[config.mk]
export PLATFORM = sky130hd
export DESIGN_NAME = protocol_arbiter
export DESIGN_NICKNAME = d
export VERILOG_FILES = /design/src/rtl/protocol_arbiter.sv
export SDC_FILE = /design/constraint.sdc
export NUM_CORES = 1
export LEC_CHECK = 0
export BUFFER_PORTS_ARGS = -buffer_cell sky130_fd_sc_hd__buf_2
export CAP_MARGIN = 10
export CORE_ASPECT_RATIO = 1.1
export CORE_MARGIN = 4
export CORE_UTILIZATION = 30
export CTS_BUF_LIST = sky130_fd_sc_hd__clkbuf_4
export DETAILED_ROUTE_END_ITERATION = 6
export PLACE_DENSITY_LB_ADDON = 0.3
export REMOVE_ABC_BUFFERS = 1
export SYNTH_ARGS = -nofsm -noshare
export SYNTH_HDL_FRONTEND = slang
export SYNTH_SLANG_ARGS = --single-unit
[constraint.sdc]
create_clock -name clk -period 3.65 [get_ports clk]
set_clock_uncertainty 0.05 [all_clocks]
set_input_delay 0.5475 -clock clk [delete_from_list [all_inputs] [get_ports clk]]
set_output_delay 0.5475 -clock clk [all_outputs]
set_load 0.03 [all_outputs]
[src/rtl/protocol_arbiter.sv]
// protocol_arbiter: round-robin owner selection for one shared serial protocol
// channel. Each grant is followed by a forced RELEASE + IDLE gap so the downstream
// protocol FSM always returns to IDLE between owners.
module protocol_arbiter #(
    parameter int N_REQ    = 4,
    parameter int HOLD_MAX = 8
) (
    input  logic             clk,
    input  logic             rstn,
    input  logic [N_REQ-1:0] req,
    input  logic [N_REQ-1:0] req_bit,
    input  logic             ch_dout,
    output logic             ch_in,
    output logic [N_REQ-1:0] grant,
    output logic [N_REQ-1:0] rsp,
    output logic             busy,
    output logic             timeout
);

    localparam int PW = $clog2(N_REQ);
    localparam int CW = $clog2(HOLD_MAX + 1);
    localparam logic [PW:0]   NREQ_W = (PW + 1)'(N_REQ);
    localparam logic [CW-1:0] HOLD_W = CW'(HOLD_MAX);
    localparam logic [N_REQ-1:0] ONE = {{(N_REQ - 1){1'b0}}, 1'b1};

    typedef enum logic [1:0] {ST_IDLE, ST_GRANT, ST_HOLD, ST_RELEASE} state_t;

    state_t          state;
    logic [PW-1:0]   g;
    logic [PW-1:0]   ptr;
    logic [CW-1:0]   cnt;

    logic [2*N_REQ-1:0] req2;
    logic [N_REQ-1:0]   rot;
    logic [PW:0]        off;
    logic [PW:0]        sum;
    logic [PW-1:0]      sel;
    logic [PW:0]        ginc;
    logic [PW-1:0]      gnext;

    // Rotate requests so ptr sits at bit 0, take the lowest set bit, then map back.
    always_comb begin
        req2 = {req, req} >> ptr;
        rot  = req2[N_REQ-1:0];
        off  = '0;
        for (int j = N_REQ - 1; j >= 0; j--) begin
            if (rot[j]) off = (PW + 1)'(j);
        end
        sum   = {1'b0, ptr} + off;
        sel   = (sum >= NREQ_W) ? PW'(sum - NREQ_W) : PW'(sum);
        ginc  = {1'b0, g} + (PW + 1)'(1);
        gnext = (ginc == NREQ_W) ? '0 : ginc[PW-1:0];
    end

    // Arbitration FSM; grant and timeout are registered outputs of this block.
    always_ff @(posedge clk or negedge rstn) begin
        if (!rstn) begin
            state   <= ST_IDLE;
            grant   <= '0;
            g       <= '0;
            ptr     <= '0;
            cnt     <= '0;
            timeout <= 1'b0;
        end else begin
            case (state)
                ST_IDLE: begin
                    if (|req) begin
                        g     <= sel;
                        grant <= ONE << sel;
                        cnt   <= CW'(1);
                        state <= ST_GRANT;
                    end
                end
                ST_GRANT, ST_HOLD: begin
                    // A drop wins over budget expiry, so simultaneous events are voluntary.
                    if (!req[g]) begin
                        grant   <= '0;
                        timeout <= 1'b0;
                        state   <= ST_RELEASE;
                    end else if (cnt == HOLD_W) begin
                        grant   <= '0;
                        timeout <= 1'b1;
                        state   <= ST_RELEASE;
                    end else begin
                        cnt   <= cnt + CW'(1);
                        state <= ST_HOLD;
                    end
                end
                ST_RELEASE: begin
                    grant   <= '0;
                    ptr     <= gnext;
                    cnt     <= '0;
                    timeout <= 1'b0;
                    state   <= ST_IDLE;
                end
                default: state <= ST_IDLE;
            endcase
        end
    end

    // Channel input follows the owner's data bit only while a grant is live.
    assign ch_in = (|grant) & req_bit[g];
    assign busy  = (state != ST_IDLE);

    // Response routing: each lane sees ch_dout only while it owns the channel.
    for (genvar i = 0; i < N_REQ; i++) begin : g_rsp
        assign rsp[i] = ch_dout & grant[i];
    end

endmodule
==> results.md, run 1 <==
- Diodes inserted: 0
- Crit start category: register
- MaxCap Viol Count: 0
- DRT iter0 DRCs: 65
- Via count: 883
- CTS Root Cell: clkbuf_4
- Wirelength per Cell: 12.7 um
- I/O pins: 22
- CTS tree: built
- WL final: 2310 um
- Sequential share of the synthesized area: 35.7%
- Port Buffer Count: 21
- RSZ-0062 raised after global routing: false
- Largest net degree at the start of global routing: 16
- Status: complete, no violations
- Worst hold path class: in2async
- Chip width: 64.4 um
- Syn-to-layout area delta: 16.4%
- First-pass GRT wire length: 3940 um
- Reg area: 375 um2
- Post-synth top cells: dfrtp_1, nand2_1, o21ai_0, inv_1, nor2_1
- TritonCTS buffer count: 3
- #FFs+latches synth: 15
- Top FF cell, synth: dfrtp_1
- Reg-to-Reg End: grant[0]$_DFFE_PN0P_
- Fmax achieved: 0.455 GHz
- Synth Area per Inst: 9.38 um2
- Area of the multi-input gates: 623 um2
- Via-to-Cell Ratio: 4.85
- Worst Tran Pin Value: 0.583 ns
- Synth unique cells: 42
- Worst-Skew Late Latency: 0.28 ns
- Hold_ws: 0.111 ns
- Critical path fanouts, max: 5
- Data required, critical path: 3.05 ns
- Final setup fails: 0
- PostCTS Resize Cnt: 0
- Worst slew margin: 60.8%
- Worst r2r src: ptr[1]$_DFFE_PN0P_
- Post-CTS Setup Inserts: 0
- Starting density of the core: 31.3%
- Leak pwr: 0.580 nW
- CP Class: reg2out
- Most common cell in the netlist: dfrtp_1
- Delay of the slowest cell on the worst path: 0.54 ns
- CTS H-tree lvls: 1
- Fin. Hold Viols: 0
- Max VDD drop: 0.328 mV
- Power per cell area: 827 mW/mm2
- GRT overflow: 0
- Fin. max-slew vios: 0
- Synth top area share: 35.7%
- CP Capture Type: output pin
- Fillers: 361
- Vias in the first global route: 816
- Nets: 153
- Tmin final: 2.20 ns
- GP Congestion: 0.851
- Share of cells above drive strength 1: 23.9%
- CTS Hold Bufs: 0
- Async set-or-reset flop fraction in the synthesized netlist: 100%
- Sink Count: 15
- Post-detail-place hpwl: 1800 um
- EDFF count, synth: 0
- YS warnings: 0
- Num rows: 22
- Synth area leaders: dfrtp_1, ha_1, o21ai_0
- Tot GR Track Use: 11.0%
- Post-route clock period utilization: 60.2%
- Die area: 0.00452 mm2
- Die height: 70.1 um
- Flop2flop setup slack: 1.55 ns
- R2R depth: 7
- Synth Cell Area: 0.00105 mm2
- Worst Path Arrival: 1.60 ns
- Initial antenna violation count: 0
- Clk buf depth: 2
- Post-synthesis cell count: 112
- Post-route ant nets: 0
- Pre-antenna DRT Iters: 4
- CORE AREA: 0.00336 mm2
- Yosys top cell by area: dfrtp_1
- Crit path cell chain: mux4_2 -> o41a_1 -> buf_2
- Finished Cell Area: 0.00122 mm2
- Setup TNS: 0 ns
- Crit-path slowest cell: mux4_2
- Post-DP Area: 0.00119 mm2
- DR DRC count: 0
- Reg clk slew, reported paths: 0.09 ns
sequential cells by signal, indices dropped and copies added (netlist names):
name / cells
timeout: 1
cnt: 4
grant: 4
ptr: 2
g: 2
state: 2
cell families (layout without fill, tap and decap cells):
group,after synthesis,count (layout),share of synthesized area [%]
flops,15,15,35.7
xor+xnor,3,3,2.50
mux,3,3,5.36
buf+inv,11,33,5.00
fa+ha+maj,7,7,8.33
compound gates,31,31,21.2
simple gates,42,42,21.9
power by group:
| group | switching [mW] | total, mW | leakage [nW] | internal (mW) |
|---|---|---|---|---|
| registers | 0.0858 | 0.316 | 0.194 | 0.230 |
| logic | 0.353 | 0.593 | 0.368 | 0.240 |
| clock network | 0.0534 | 0.103 | 0.0184 | 0.0497 |
per-stage QoR:
step	std cells	total power, mW	utilization, %	setup slack [ns]
after floorplan	109	0.763	-	1.66
after global placement	178	0.906	35.5	1.40
after detailed placement	178	0.916	35.5	1.37
after CTS	182	1.02	36.4	1.42
after global routing	182	1.11	36.4	1.35
final	182	1.01	36.4	1.45
routing by layer:
| layer | wire (um) | share of wire [%] | vias to the layer above | global-route usage (%) |
|---|---|---|---|---|
| li1 | - | - | 455 | - |
| met1 | 1050 | 45 | 417 | 13.6 |
| met2 | 1160 | 50 | 9 | 18.6 |
| met3 | 73 | 3.2 | 2 | 2.25 |
| met4 | 25 | 1.1 | 0 | 4.23 |
| met5 | 0 | 0 | - | 0 |
worst max-delay path, delay by kind of cell (launching register included):
kind	cells	cell delay [ns]
buf+inv	1	0.18
compound gates	1	0.13
mux	1	0.54
flops	1	0.47
cells in the final DEF, fill, tap and decap left out, types with 3 or more instances in the layout:
master     n
nand3b_1   3
clkbuf_4   4
buf_2     21
inv_1      8
o21ai_0    9
nand2_1   11
nor3b_1    3
ha_1       7
a21oi_1    3
and2_1     5
nor2_1     8
a22o_1     3
dfrtp_1   15
how the worst max path moves through the flow:
stage / slack [ns] / end / from / cells after the start
finish: 1.45 / ch_in / g[0]$_DFFE_PN0P_ / 3
detailed placement: 1.37 / grant[0]$_DFFE_PN0P_ / req[0] / 9
floorplan: 1.66 / grant[0]$_DFFE_PN0P_ / req[0] / 8
global route: 1.35 / ch_in / g[0]$_DFFE_PN0P_ / 3
global placement: 1.40 / grant[0]$_DFFE_PN0P_ / req[0] / 9
CTS: 1.42 / ch_in / g[0]$_DFFE_PN0P_ / 3
layout make-up:
class	instances	area share, %
clock buffers	4	2.45
inverters	8	2.45
multi-input cells	86	50.9
flip-flops and latches	15	30.7
well taps	48	4.91
repair buffers	21	8.59
Power figures use the tool's default switching activity.
==> run 2: changes to the inputs <==
--- a/config.mk
+++ b/config.mk
@@ -5,6 +5,7 @@
 export SDC_FILE = /design/constraint.sdc
 export NUM_CORES = 1
 export LEC_CHECK = 0
+export ABC_AREA = 1
 export BUFFER_PORTS_ARGS = -buffer_cell sky130_fd_sc_hd__buf_2
 export CAP_MARGIN = 10
 export CORE_ASPECT_RATIO = 1.1
==> constraint.sdc (replaced) <==
create_clock -name clk -period 2 [get_ports clk]
set_clock_uncertainty 0.05 [all_clocks]
set_input_delay 0.3 -clock clk [delete_from_list [all_inputs] [get_ports clk]]
set_output_delay 0.3 -clock clk [all_outputs]
set_load 0.03 [all_outputs]
==> run 2 against run 1 <==
  * Utilization rose by 2.9 points
  * Setup slack got worse by 1.3 ns
  * Flip-flop and latch count unchanged
  * Clock-buffer cell count down 1
  * Combinational power grew to 2.7 times the previous value
  * Hold slack gained 0.27 ns
  * Critical path type is now reg2reg
  * Critical endpoint is now grant[2]$_DFFE_PN0P_
  * Highest routed layer is now met3
==> results.md, run 2 <==
- TritonCTS buffer count: 3 (unchanged)
- Via count: 1036 (was 883)
- Share of cells above drive strength 1: 32.6% (was 23.9%)
- CTS H-tree lvls: 1 (unchanged)
- YS warnings: 0 (unchanged)
- Num rows: 22 (unchanged)
- Max VDD drop: 0.712 mV (was 0.328 mV)
- R2R depth: 12 (was 7)
- Post-route clock period utilization: 93.1%
- GRT overflow: 0 (unchanged)
- Synth Area per Inst: 7.30 um2 (was 9.38 um2)
- Clk buf depth: 2 (unchanged)
- Sink Count: 15 (unchanged)
- Largest regs: cnt (4), grant (4) (unchanged)
- GP Congestion: 0.757 (was 0.851)
- Worst Path Arrival: 2.00 ns (was 1.60 ns)
- Commonest non-fill, non-tap cell in the layout: nand2_1 (was buf_2)
- Sequential share of the synthesized area: 33.8% (was 35.7%)
- Leak pwr: 0.729 nW (was 0.580 nW)
- Worst slew margin: 77.0% (was 60.8%)
- Setup WS post-layout: 0.139 ns (was 1.45 ns)
- Synth area leaders: dfrtp_1, nand2_1, ha_1 (was dfrtp_1, ha_1, o21ai_0)
- Die height: 71.8 um (was 70.1 um)
- Initial antenna violation count: 0 (unchanged)
- Fmax achieved: 0.537 GHz
- Worst hold path class: in2async (unchanged)
- Crit start category: register (unchanged)
- Async set-or-reset flop fraction in the synthesized netlist: 100% (unchanged)
- CP startpoint: ptr[0]$_DFFE_PN0P_ (was g[0]$_DFFE_PN0P_)
- Via-to-Cell Ratio: 4.52 (was 4.85)
- Port Buffer Count: 21 (unchanged)
- CP Capture Point: grant[2]$_DFFE_PN0P_ (was ch_in)
- CORE AREA: 0.00344 mm2 (was 0.00336 mm2)
- Hold_ws: 0.381 ns (was 0.111 ns)
- Final setup fails: 0 (unchanged)
- Reg-to-Reg End: grant[2]$_DFFE_PN0P_ (was grant[0]$_DFFE_PN0P_)
- Largest net degree at the start of global routing: 16 (unchanged)
- Vias in the first global route: 993 (was 816)
- Power per cell area: 1740 mW/mm2 (was 827 mW/mm2)
- CP Capture Type: register (was output pin)
- Commonest cells after routing, fill and taps aside: nand2_1, buf_2, inv_1 (was buf_2, dfrtp_1, nand2_1)
- Yosys top cell by area: dfrtp_1 (unchanged)
- CP Class: reg2reg (was reg2out)
- Cell count after placement: 221 (was 178)
- DR DRC count: 0 (unchanged)
- Syn-to-layout area delta: 21.9% (was 16.4%)
- Critical path fanouts, max: 5 (unchanged)
- Post-detail-place hpwl: 1930 um (was 1800 um)
- Post-synth top cells: nand2_1, dfrtp_1, inv_1, nand3_1, nor2_1 (was dfrtp_1, nand2_1, o21ai_0, inv_1, nor2_1)
- Nets: 200 (was 153)
- CTS tree: built (unchanged)
- Finished Core Util: 39.3% (was 36.4%)
- Tmin final: 1.86 ns
- First-pass GRT wire length: 4310 um (was 3940 um)
- I/O pins: 22 (unchanged)
- Worst r2r src: ptr[0]$_DFFE_PN0P_ (was ptr[1]$_DFFE_PN0P_)
- DRT iter0 DRCs: 88 (was 65)
- Wirelength per Cell: 10.9 um (was 12.7 um)
- MaxCap Viol Count: 0 (unchanged)
- WL final: 2490 um (was 2310 um)
- #FFs+latches synth: 15 (unchanged)
- Synth top area share: 33.8% (was 35.7%)
- Die area: 0.00474 mm2 (was 0.00452 mm2)
- Post-synthesis cell count: 152 (was 112)
- Diodes inserted: 0 (unchanged)
- EDFF count, synth: 0 (unchanged)
- Chip width: 66.0 um (was 64.4 um)
- Starting density of the core: 32.3% (was 31.3%)
- Top FF cell, synth: dfrtp_1 (unchanged)
- Flop2flop setup slack: 0.14 ns (was 1.55 ns)
- Status: complete, no violations (unchanged)
- Fin. max-slew vios: 0 (unchanged)
- Most common cell in the netlist: nand2_1 (was dfrtp_1)
- Non-filler instance count after layout: 229 (was 182)
- Synth Cell Area: 0.00111 mm2 (was 0.00105 mm2)
- Data required, critical path: 2.14 ns (was 3.05 ns)
- Synth unique cells: 25 (was 42)
- Worst Tran Pin Value: 0.342 ns (was 0.583 ns)
- Pre-antenna DRT Iters: 4 (unchanged)
- Setup TNS: 0 ns (unchanged)
- Tot GR Track Use: 11.4% (was 11.0%)
- Post-Place Setup Slack: 0.0702 ns (was 1.37 ns)
- Reg clk slew, reported paths: 0.10 ns (was 0.09 ns)
- Post-route ant nets: 0 (unchanged)
- Fin. Hold Viols: 0 (unchanged)
- CTS Root Cell: clkbuf_4 (unchanged)
- Worst-Skew Late Latency: 0.29 ns (was 0.28 ns)
run 2: kinds of logic after synthesis:
group | after synthesis | share of synthesized area (%)
xor+xnor | 2 | 1.58
compound gates | 18 | 9.47
simple gates | 89 | 40.0
buf+inv | 21 | 7.21
flops | 15 | 33.8
fa+ha+maj | 7 | 7.89
run 2: worst max-delay path, cell delays in order, from the launching register on:
cell and delay, ns:
dfrtp_2 0.45, inv_2 0.11, nand2_1 0.07, nand3_1 0.10, nand3_1 0.09, a21boi_1 0.17, ha_2 0.22, xor2_2 0.17
inv_1 0.07, nand3_2 0.09, nand2_2 0.07, nand2_1 0.06, nand2_1 0.05
run 2: timing repair:
item | CTS | global route
buffers inserted | 0 | 3
gates resized for setup | 0 | 7
hold buffers | 1 | 0
hold endpoints to repair | 15 | 0
setup endpoints to repair | 0 | 5
run 2: metrics by stage:
stage / power [mW] / area (um2)
floorplan: 1.76 / 1110
global placement: 2.10 / 1270
detailed placement: 2.10 / 1270
CTS: 2.29 / 1310
global route: 2.62 / 1350
finish: 2.35 / 1350
run 2: final cells by class:
| cell class | count | area (um2) |
|---|---|---|
| inverter | 21 | 80.1 |
| sequential | 15 | 378 |
| fill | 373 | 2090 |
| timing repair buffer | 25 | 138 |
| clock inverter | 1 | 5.00 |
| multi-input combinational | 116 | 669 |
| clock buffer | 3 | 22.5 |
| tap | 48 | 60.1 |
run 2: power breakdown:
group | total (mW) | internal, mW | switching (mW)
Combinational | 1.59 | 0.561 | 1.03
Sequential | 0.584 | 0.442 | 0.142
Clock | 0.180 | 0.0743 | 0.106
Total | 2.35 | 1.08 | 1.27
run 2: worst min path at each step:
| stage | slack (ns) | cells past startpoint | end |
|---|---|---|---|
| after floorplan | -0.05 | 0 | cnt[0]$_DFFE_PN0P_ |
| after global placement | 0.18 | 1 | cnt[2]$_DFFE_PN0P_ |
| after detailed placement | 0.18 | 1 | cnt[2]$_DFFE_PN0P_ |
| after CTS | 0.39 | 2 | cnt[3]$_DFFE_PN0P_ |
| after global routing | 0.41 | 2 | cnt[3]$_DFFE_PN0P_ |
| final | 0.38 | 2 | cnt[3]$_DFFE_PN0P_ |
run 2: metal layers:
metal / vias up / GRT usage, % / part of all wire [%]
li1: 544 / - / -
met1: 468 / 15.7 / 46
met2: 24 / 18.2 / 49
met3: 0 / 3.13 / 5.1
met4: 0 / 1.35 / 0
met5: - / 0 / 0
